`config.mk`:
```
export PLATFORM = sky130hd
export DESIGN_NAME = dmem_port_arbiter
export DESIGN_NICKNAME = d
export VERILOG_FILES = /design/src/rtl/dmem_port_arbiter.sv
export SDC_FILE = /design/constraint.sdc
export NUM_CORES = 1
export LEC_CHECK = 0
export ABC_CLOCK_PERIOD_IN_PS = 1500
export CORE_ASPECT_RATIO = 0.6
export CORE_UTILIZATION = 22
export CTS_CLUSTER_DIAMETER = 120
export DETAILED_ROUTE_END_ITERATION = 8
export GPL_ROUTABILITY_DRIVEN = 0
export PLACE_DENSITY = 0.87
export SYNTH_ARGS = -nofsm -noshare
export SYNTH_HDL_FRONTEND = slang
export SYNTH_SLANG_ARGS = --single-unit
```
`constraint.sdc`:
```
create_clock -name clk -period 1.5 [get_ports clk]
set_input_delay 0.45 -clock clk [delete_from_list [all_inputs] [get_ports clk]]
set_output_delay 0.45 -clock clk [all_outputs]
set_load 0.01 [all_outputs]
```
`src/rtl/dmem_port_arbiter.sv`:
```
// dmem_port_arbiter: shares one DMEM port between the CPU (fixed priority) and a DMA requester,
// with a starvation-forced DMA grant and per-owner routing of one-cycle read data.
module dmem_port_arbiter #(
  parameter int ADDR_W   = 14,
  parameter int MAX_WAIT = 8
) (
  input  logic              clk,
  input  logic              rst_n,
  input  logic              cpu_req,
  input  logic [3:0]        cpu_we,
  input  logic [ADDR_W-1:0] cpu_addr,
  input  logic [31:0]       cpu_wdata,
  output logic              cpu_stall,
  output logic              cpu_rvalid,
  output logic [31:0]       cpu_rdata,
  input  logic              dma_req,
  input  logic [3:0]        dma_we,
  input  logic [ADDR_W-1:0] dma_addr,
  input  logic [31:0]       dma_wdata,
  output logic              dma_gnt,
  output logic              dma_rvalid,
  output logic [31:0]       dma_rdata,
  output logic              mem_en,
  output logic [3:0]        mem_we,
  output logic [ADDR_W-1:0] mem_addr,
  output logic [31:0]       mem_wdata,
  input  logic [31:0]       mem_rdata
);
  typedef enum logic {NORMAL, FORCE} state_t;
  typedef enum logic [1:0] {NONE, CPU, DMA} owner_t;
  localparam logic [7:0] MAX = 8'(MAX_WAIT);
  state_t state, state_nx;
  owner_t rd_owner, owner_nx;
  logic [7:0] wait_cnt, cnt_nx;
  logic cpu_gnt, dma_done;
  always_ff @(posedge clk or negedge rst_n) begin
    if (!rst_n) begin
      state    <= NORMAL;
      wait_cnt <= '0;
      rd_owner <= NONE;
    end else begin
      state    <= state_nx;
      wait_cnt <= cnt_nx;
      rd_owner <= owner_nx;
    end
  end
  always_comb begin
    dma_gnt   = dma_req && (state == FORCE || !cpu_req);
    cpu_gnt   = cpu_req && !dma_gnt;
    cpu_stall = cpu_req && !cpu_gnt;
    mem_en    = cpu_gnt || dma_gnt;
    mem_we    = cpu_gnt ? cpu_we    : dma_gnt ? dma_we    : '0;
    mem_addr  = cpu_gnt ? cpu_addr  : dma_gnt ? dma_addr  : '0;
    mem_wdata = cpu_gnt ? cpu_wdata : dma_gnt ? dma_wdata : '0;
    owner_nx  = (cpu_gnt && cpu_we == 4'd0) ? CPU : (dma_gnt && dma_we == 4'd0) ? DMA : NONE;
    dma_done  = dma_gnt || !dma_req;
    cnt_nx    = dma_done ? 8'd0 : (wait_cnt == MAX) ? MAX : wait_cnt + 8'd1;
    // Force one DMA grant on the cycle after its MAX_WAIT-th denial
    state_nx  = (state == NORMAL) ? ((!dma_done && wait_cnt == MAX - 8'd1) ? FORCE : NORMAL)
                                  : (dma_done ? NORMAL : FORCE);
    cpu_rvalid = rd_owner == CPU;
    dma_rvalid = rd_owner == DMA;
    cpu_rdata  = cpu_rvalid ? mem_rdata : '0;
    dma_rdata  = dma_rvalid ? mem_rdata : '0;
  end
endmodule

```
==> impl_metrics.json <==
{
  "initial_utilization_pct": 23.5,
  "layout-drive-gt1-share_pct": 48.3,
  "layout_commonest_cell": "clkdlybuf4s50_1",
  "drv_slew": 0,
  "arrival_ps": 1390,
  "antenna_found_initial": 0,
  "clk_pin_slew_ps": 40,
  "nets": 719,
  "num_rows": 24,
  "fmax_mhz": 542,
  "violations": "setup timing",
  "combPwrFrac_pct": 60.3,
  "dp_hpwl_mm": 8.03,
  "clockBufferDepth": 2,
  "synth_area_leader_cell": "and2_1",
  "finalSetupViolations": 118,
  "hold_path.class": "reg -> reg",
  "syn_area_per_cell_um2": 5.95,
  "post-route-min-period_ps": 1840,
  "diodes": 0,
  "coreArea_mm2": 0.00754,
  "grt.busiest_layer": "met2",
  "powerDensity_mw_per_mm2": 360,
  "drc_errors": 0,
  "tritoncts": "yes",
  "syn2layout_area_growth_pct": 209,
  "port_buffers": 254,
  "synth_area_leaders": "and2_1 23%, dfrtp_1 16%, nand3_1 15%",
  "cp-start-kind": "flop",
  "peakVddDrop_v": 0.000408,
  "switchingPower_w": 0.000603,
  "fp.dieArea_mm2": 0.00843,
  "via_per_inst": 4.71,
  "yosysWarningCount": 0,
  "synth-seq-cells": 11,
  "seqPwrFrac_pct": 15.5,
  "htree_levels": 1,
  "synth_nets": 436,
  "track_usage_pct": 24.4,
  "synth_cells": 298,
  "met3_usage_pct": 3.66,
  "tightest_slew_ps": 522,
  "grt_pass1_wl_mm": 16.6,
  "clkPwrFrac_pct": 24.3,
  "grt_util_met2_pct": 49.3,
  "insertion_delay_ps": 230,
  "cp_data_required_time_ps": 1050,
  "overflow": 0,
  "grt_max_degree": 27,
  "end_kind": "output pin",
  "outcome": "complete, but fails checks",
  "power_leakage_nw": 2.49,
  "wl_per_cell_um": 16.8,
  "internal_power_w": 0.00137,
  "synth_top_cell_area_share_pct": 23.0,
  "swShare_pct": 30.6,
  "place_inst": 651,
  "postRouteAntennaNets": 0,
  "die_w_um": 118,
  "totalWireLength_mm": 11.5,
  "met1_usage_pct": 28.1,
  "synth_area_mm2": 0.00177,
  "cts_made_buffers": 3,
  "die_h_um": 71.5,
  "fin_util_pct": 72.6,
  "cts_root_buffer": "clkbuf_16",
  "maxCapViolCount": 0,
  "grt_pass1_vias": 3202,
  "num_vias": 3221,
  "cts_hold_buf": 0,
  "relSlewSlack_pct": 65.1,
  "skew_ps": 2.50,
  "setup_slack_ps": -345,
  "dr.pass1.iters": 4,
  "path_max_fanout": 8,
  "ys_seq_area_share_pct": 15.5,
  "instances_no_fill": 684,
  "drt_iter0_drc": 154,
  "mostFrequentLayoutCells": "133 x clkdlybuf4s50_1, 73 x buf_2, 54 x nand2_1",
  "critPathKind": "reg -> out",
  "rsz0062_at_grt": "yes",
  "ios": 255,
  "synth.distinct_cells": 28,
  "cts_sinks": 11,
  "fin_crit_sh_pct": 123,
  "final_hold_viol_count": 0
}
[sequential cells by signal (all words and copies together), names as in the netlist]
signal    count
wait_cnt      8
rd_owner      2
state         1
[area by class of cell]
type,count,area (µm²)
timing repair buffer,307,3110
inverter,3,18.8
fill,569,2060
clock buffer,4,78.8
tap,104,130
multi-input combinational,255,1860
sequential,11,275
[cells in the mapped netlist]
| master | instances |
|---|---|
| or4_1 | 1 |
| clkbuf_8 | 1 |
| inv_1 | 3 |
| xnor2_1 | 1 |
| xor2_1 | 2 |
| and2_1 | 65 |
| nor4_1 | 2 |
| nand4_1 | 1 |
| or2_2 | 1 |
| dfrtp_1 | 11 |
| buf_2 | 2 |
| nor2_1 | 5 |
| o21ai_0 | 50 |
| or4_4 | 1 |
| nand2_1 | 55 |
| and3b_2 | 1 |
| a21oi_1 | 3 |
| o31ai_4 | 1 |
| nand3_1 | 52 |
| o21ai_1 | 3 |
| ha_1 | 2 |
| nand3b_1 | 1 |
| buf_6 | 1 |
| or3_1 | 3 |
| nand2b_1 | 1 |
| and3_1 | 2 |
| clkbuf_1 | 25 |
| nor2b_1 | 2 |
[what timing repair did]
item                                    in CTS  in global routing
pin swaps                                   24                 23
endpoints found under the hold margin        0                  0
endpoints found under the setup margin     123                125
gates resized for setup                    526                141
gates cloned                                 8                  7
setup buffers                                7                  7
[per-stage QoR]
| stage | TNS, ps | power, W | instance area [µm²] | setup slack [ps] | hold slack [ps] |
|---|---|---|---|---|---|
| 3_3_place_gp | -68630 | 0.00130 | 4680 | -704 | 466 |
| 6_report | -32780 | 0.00197 | 5480 | -345 | 501 |
| 2_1_floorplan | -4100 | 0.000635 | 1940 | -98.4 | 154 |
| 4_1_cts | -33320 | 0.00186 | 4900 | -368 | 499 |
| 5_1_grt | -39360 | 0.00207 | 5480 | -423 | 520 |
| 3_5_place_dp | -70170 | 0.00131 | 4680 | -746 | 492 |
[routing by layer]
layer / vias to the layer above / routed length, µm
met5: - / 0
met4: 0 / 91
met3: 6 / 608
met2: 140 / 6160
met1: 1494 / 4600
li1: 1581 / -
[power groups by stage]
stage,sequential [W],clock [W],combinational (W)
2_1_floorplan,0.000308,0,0.000327
3_3_place_gp,0.000308,0,0.000990
3_5_place_dp,0.000308,0,0.00101
4_1_cts,0.000304,0.000482,0.00108
5_1_grt,0.000305,0.000503,0.00126
6_report,0.000305,0.000479,0.00119
[cell families after synthesis]
family          synth area share, %
buf+inv                        7.91
compound gates                 17.0
simple gates                   56.6
fa+ha+maj                      1.41
xor+xnor                       1.48
flops                          15.5
[worst max-delay path, stage by stage (launching register included)]
cell	delay [ps]
dfrtp_1	340
nand2b_4	150
buf_12	170
clkbuf_16	170
nand3_2	70
o21ai_1	90
buf_2	160
[worst paths after layout]
| path | startpoint | end | slack [ps] | cells past startpoint |
|---|---|---|---|---|
| worst max-delay path | state$_DFF_PN0_ | mem_addr[3] | -340 | 6 |
| worst min-delay path | wait_cnt[0]$_DFF_PN0_ | wait_cnt[0]$_DFF_PN0_ | 500 | 1 |
| worst max register to register | wait_cnt[5]$_DFF_PN0_ | wait_cnt[6]$_DFF_PN0_ | 50 | 3 |
| worst min register to register | wait_cnt[0]$_DFF_PN0_ | wait_cnt[0]$_DFF_PN0_ | 500 | 1 |
| max in group asynchronous | rst_n | wait_cnt[7]$_DFF_PN0_ | 590 | 1 |
| min in group asynchronous | rst_n | state$_DFF_PN0_ | 560 | 1 |
Note: power is estimated with default switching activity, not from simulation.
==> RTL change, RTL diff (same settings) <==
The parameter `ADDR_W` goes from 14 to 15.
--- a/src/rtl/dmem_port_arbiter.sv
+++ b/src/rtl/dmem_port_arbiter.sv
@@ -1,7 +1,7 @@
 // dmem_port_arbiter: shares one DMEM port between the CPU (fixed priority) and a DMA requester,
 // with a starvation-forced DMA grant and per-owner routing of one-cycle read data.
 module dmem_port_arbiter #(
-  parameter int ADDR_W   = 14,
+  parameter int ADDR_W   = 15,
   parameter int MAX_WAIT = 8
 ) (
   input  logic              clk,
Ports: changed (resized cpu_addr, dma_addr and mem_addr); port bits go from 255 to 258. The function was not compared with the original's and may differ.
==> RTL change against the unedited design <==
The flow still finishes with violations (negative setup slack). Clock power up 2%. Register-to-register slack worse by 0.04 ns. Die area rose by 0.21%. Wire length increased by 11%. Critical path depth did not move. Sequential cell count stayed put. Sequential share of layout area shrank 0.19 points. Design area is 4.0% higher. Synthesized area grew 0.21%. Worst setup slack worse by 0.032 ns. Combinational power is 6% higher. Power increased by 4.0%. Synthesized cell count increased by 1.0%.
==> RTL change: results (changes against the unedited design) <==
HP Start=wait_cnt[0] (unchanged); Synth Area in Compound Gates=17.3% (was 17.0%); placed insts=653 (was 651); diode count=0 (unchanged); gr usage total=27.9% (was 24.4%); hpwl dp=8.71 mm (was 8.03 mm); antenna violations before repair=0 (unchanged); root buffer cell=clkbuf_16 (unchanged); count of cell types in the netlist=27 (was 28); worst flop-to-flop path endpoint=wait_cnt[4] (was wait_cnt[6]); vias post-DR=3361 (was 3221); post-synthesis adder-cell area fraction=1.41% (about the same); largest net degree at the start of global routing=21 (was 27); status=finished with violations (unchanged); xor/xnor cell area share of the yosys netlist=1.48% (about the same); hold slack=0.486 ns (was 0.501 ns); Clock Tree Buf Depth=2 (unchanged); r2r worst-path depth=4 (was 3); final wirelength=12.7 mm (was 11.5 mm); static leakage=0.00257 uW (was 0.00249 uW); Arrival @ worst endpoint=1.43 ns (was 1.39 ns); Synth Instances=301 (was 298); Synth area leaders=and2_1 (23%), dfrtp_1 (16%), nand3_1 (15%), o21ai_0 (14%), nand2_1 (12%) (unchanged); Seq/Total Area, Yosys=15.5% (about the same); post-synthesis mux area share=0% (unchanged); failing checks=negative setup slack (unchanged); clock slew at reported path FFs=0.04 ns (about the same); # DRC=0 (unchanged); hold endpoint=wait_cnt[0] (unchanged); Max VDD drop=0.330 mV (was 0.408 mV); worst setup margin=-0.377 ns (was -0.345 ns); Min-Delay Path Class=reg2reg (unchanged); actual slew at the worst max-slew pin=0.507 ns (was 0.522 ns); nets@finish=723 (was 719); H-tree level count=1 (unchanged); Mapped Nets=441 (was 436); share of cells above drive strength 1=53.3% (was 48.3%); top post-synthesis cells by count=and2_1 (65), nand2_1 (56), nand3_1 (53) (was and2_1 (65), nand2_1 (55), nand3_1 (52)); Filler Cells Inserted=533 (was 569); crit path max fanout=14 (was 8); Vias/cell=4.90 (was 4.71); port bufs=257 (was 254); Synth Flop Type=dfrtp_1 (unchanged); DR iter-0 viols=211 (was 154); Detailed Routing Iterations Pass 1=4 (unchanged); R2R Setup Slk=0.01 ns (was 0.05 ns); RR Startpoint=wait_cnt[5] (unchanged); FFs w/ async S/R, synth=100% (unchanged); CTS Buf Count=3 (unchanged); Slowest-stage cell, CP=dfrtp_1 (unchanged); global-route wire length before repair=18.5 mm (was 16.6 mm); clk_skew=0.00346 ns (was 0.00250 ns); largest registers=wait_cnt x8, rd_owner x2, state x1 (unchanged); slowest stage delay, CP=0.37 ns (was 0.34 ns); setup violators final=119 (was 118); cell family with most CP delay=buffers and inverters (unchanged); clk_lat worst skew=0.24 ns
## RTL change: cell count changes after synthesis
cell / unedited run / this run
clkbuf_1: 25 / 26
clkbuf_8: 1 / 0
nand2_1: 55 / 56
nand3_1: 52 / 53
o21ai_0: 50 / 51
## RTL change: cell families (layout without fill, tap and decap cells)
kind of cell	count (synthesis)	after routing
AOI/OAI and AO/OA	58	58
xor gates and xnor gates	3	3
adders and majority gates	2	2
buffers and inverters	32	313
DFF	11	11
and+or+nand+nor	195	195
## RTL change: power by group
part / switching, uW / internal (uW) / leakage, uW
registers: 3.28 / 301 / 0.000152
logic: 514 / 745 / 0.00238
clock network: 131 / 357 / 0.0000382
## RTL change: per-stage QoR
step	setup slack, ns	cell area, um2	util (%)	setup TNS, ns
CTS	-0.366	5340	70.8	-34.06
detailed placement	-0.742	4900	65.0	-71.49
global placement	-0.725	4900	65.0	-70.15
global route	-0.409	5690	75.5	-38.30
floorplan	-0.0379	2170	-	-1.52
finish	-0.377	5690	75.5	-33.42
## RTL change: how the worst max path moves through the flow
stage / start / endpoint / slack, ns / cells past startpoint
2_1_floorplan: cpu_req / mem_wdata[10] / -0.04 / 5
3_3_place_gp: cpu_req / mem_wdata[26] / -0.72 / 7
3_5_place_dp: cpu_req / mem_wdata[13] / -0.74 / 7
4_1_cts: state / mem_wdata[16] / -0.37 / 6
5_1_grt: state / mem_wdata[28] / -0.41 / 6
6_report: state / mem_wdata[17] / -0.38 / 6
## RTL change: routing by layer
layer / GRT usage [%] / part of all wire (%) / vias up
met1: 32.8 / 39 / 1570
met5: 0 / 0 / -
met2: 53.1 / 53 / 174
li1: - / - / 1585
met3: 4.46 / 5.4 / 32
met4: 7.41 / 2.9 / 0
## RTL change: repair_timing
item	in CTS	in global routing
setup endpoints to repair	123	125
setup buffers	12	6
endpoints found under the hold margin	0	0
pin swaps	36	14
gates cloned	11	4
resized for setup	612	70
## RTL change: area by class of cell
type	instances	area [um2]	area share, %
timing repair buffer	306	3200	56.3
multi-input combinational	258	1990	34.9
sequential	11	275	4.84
tap	104	130	2.29
clock buffer	4	78.8	1.38
inverter	3	18.8	0.330
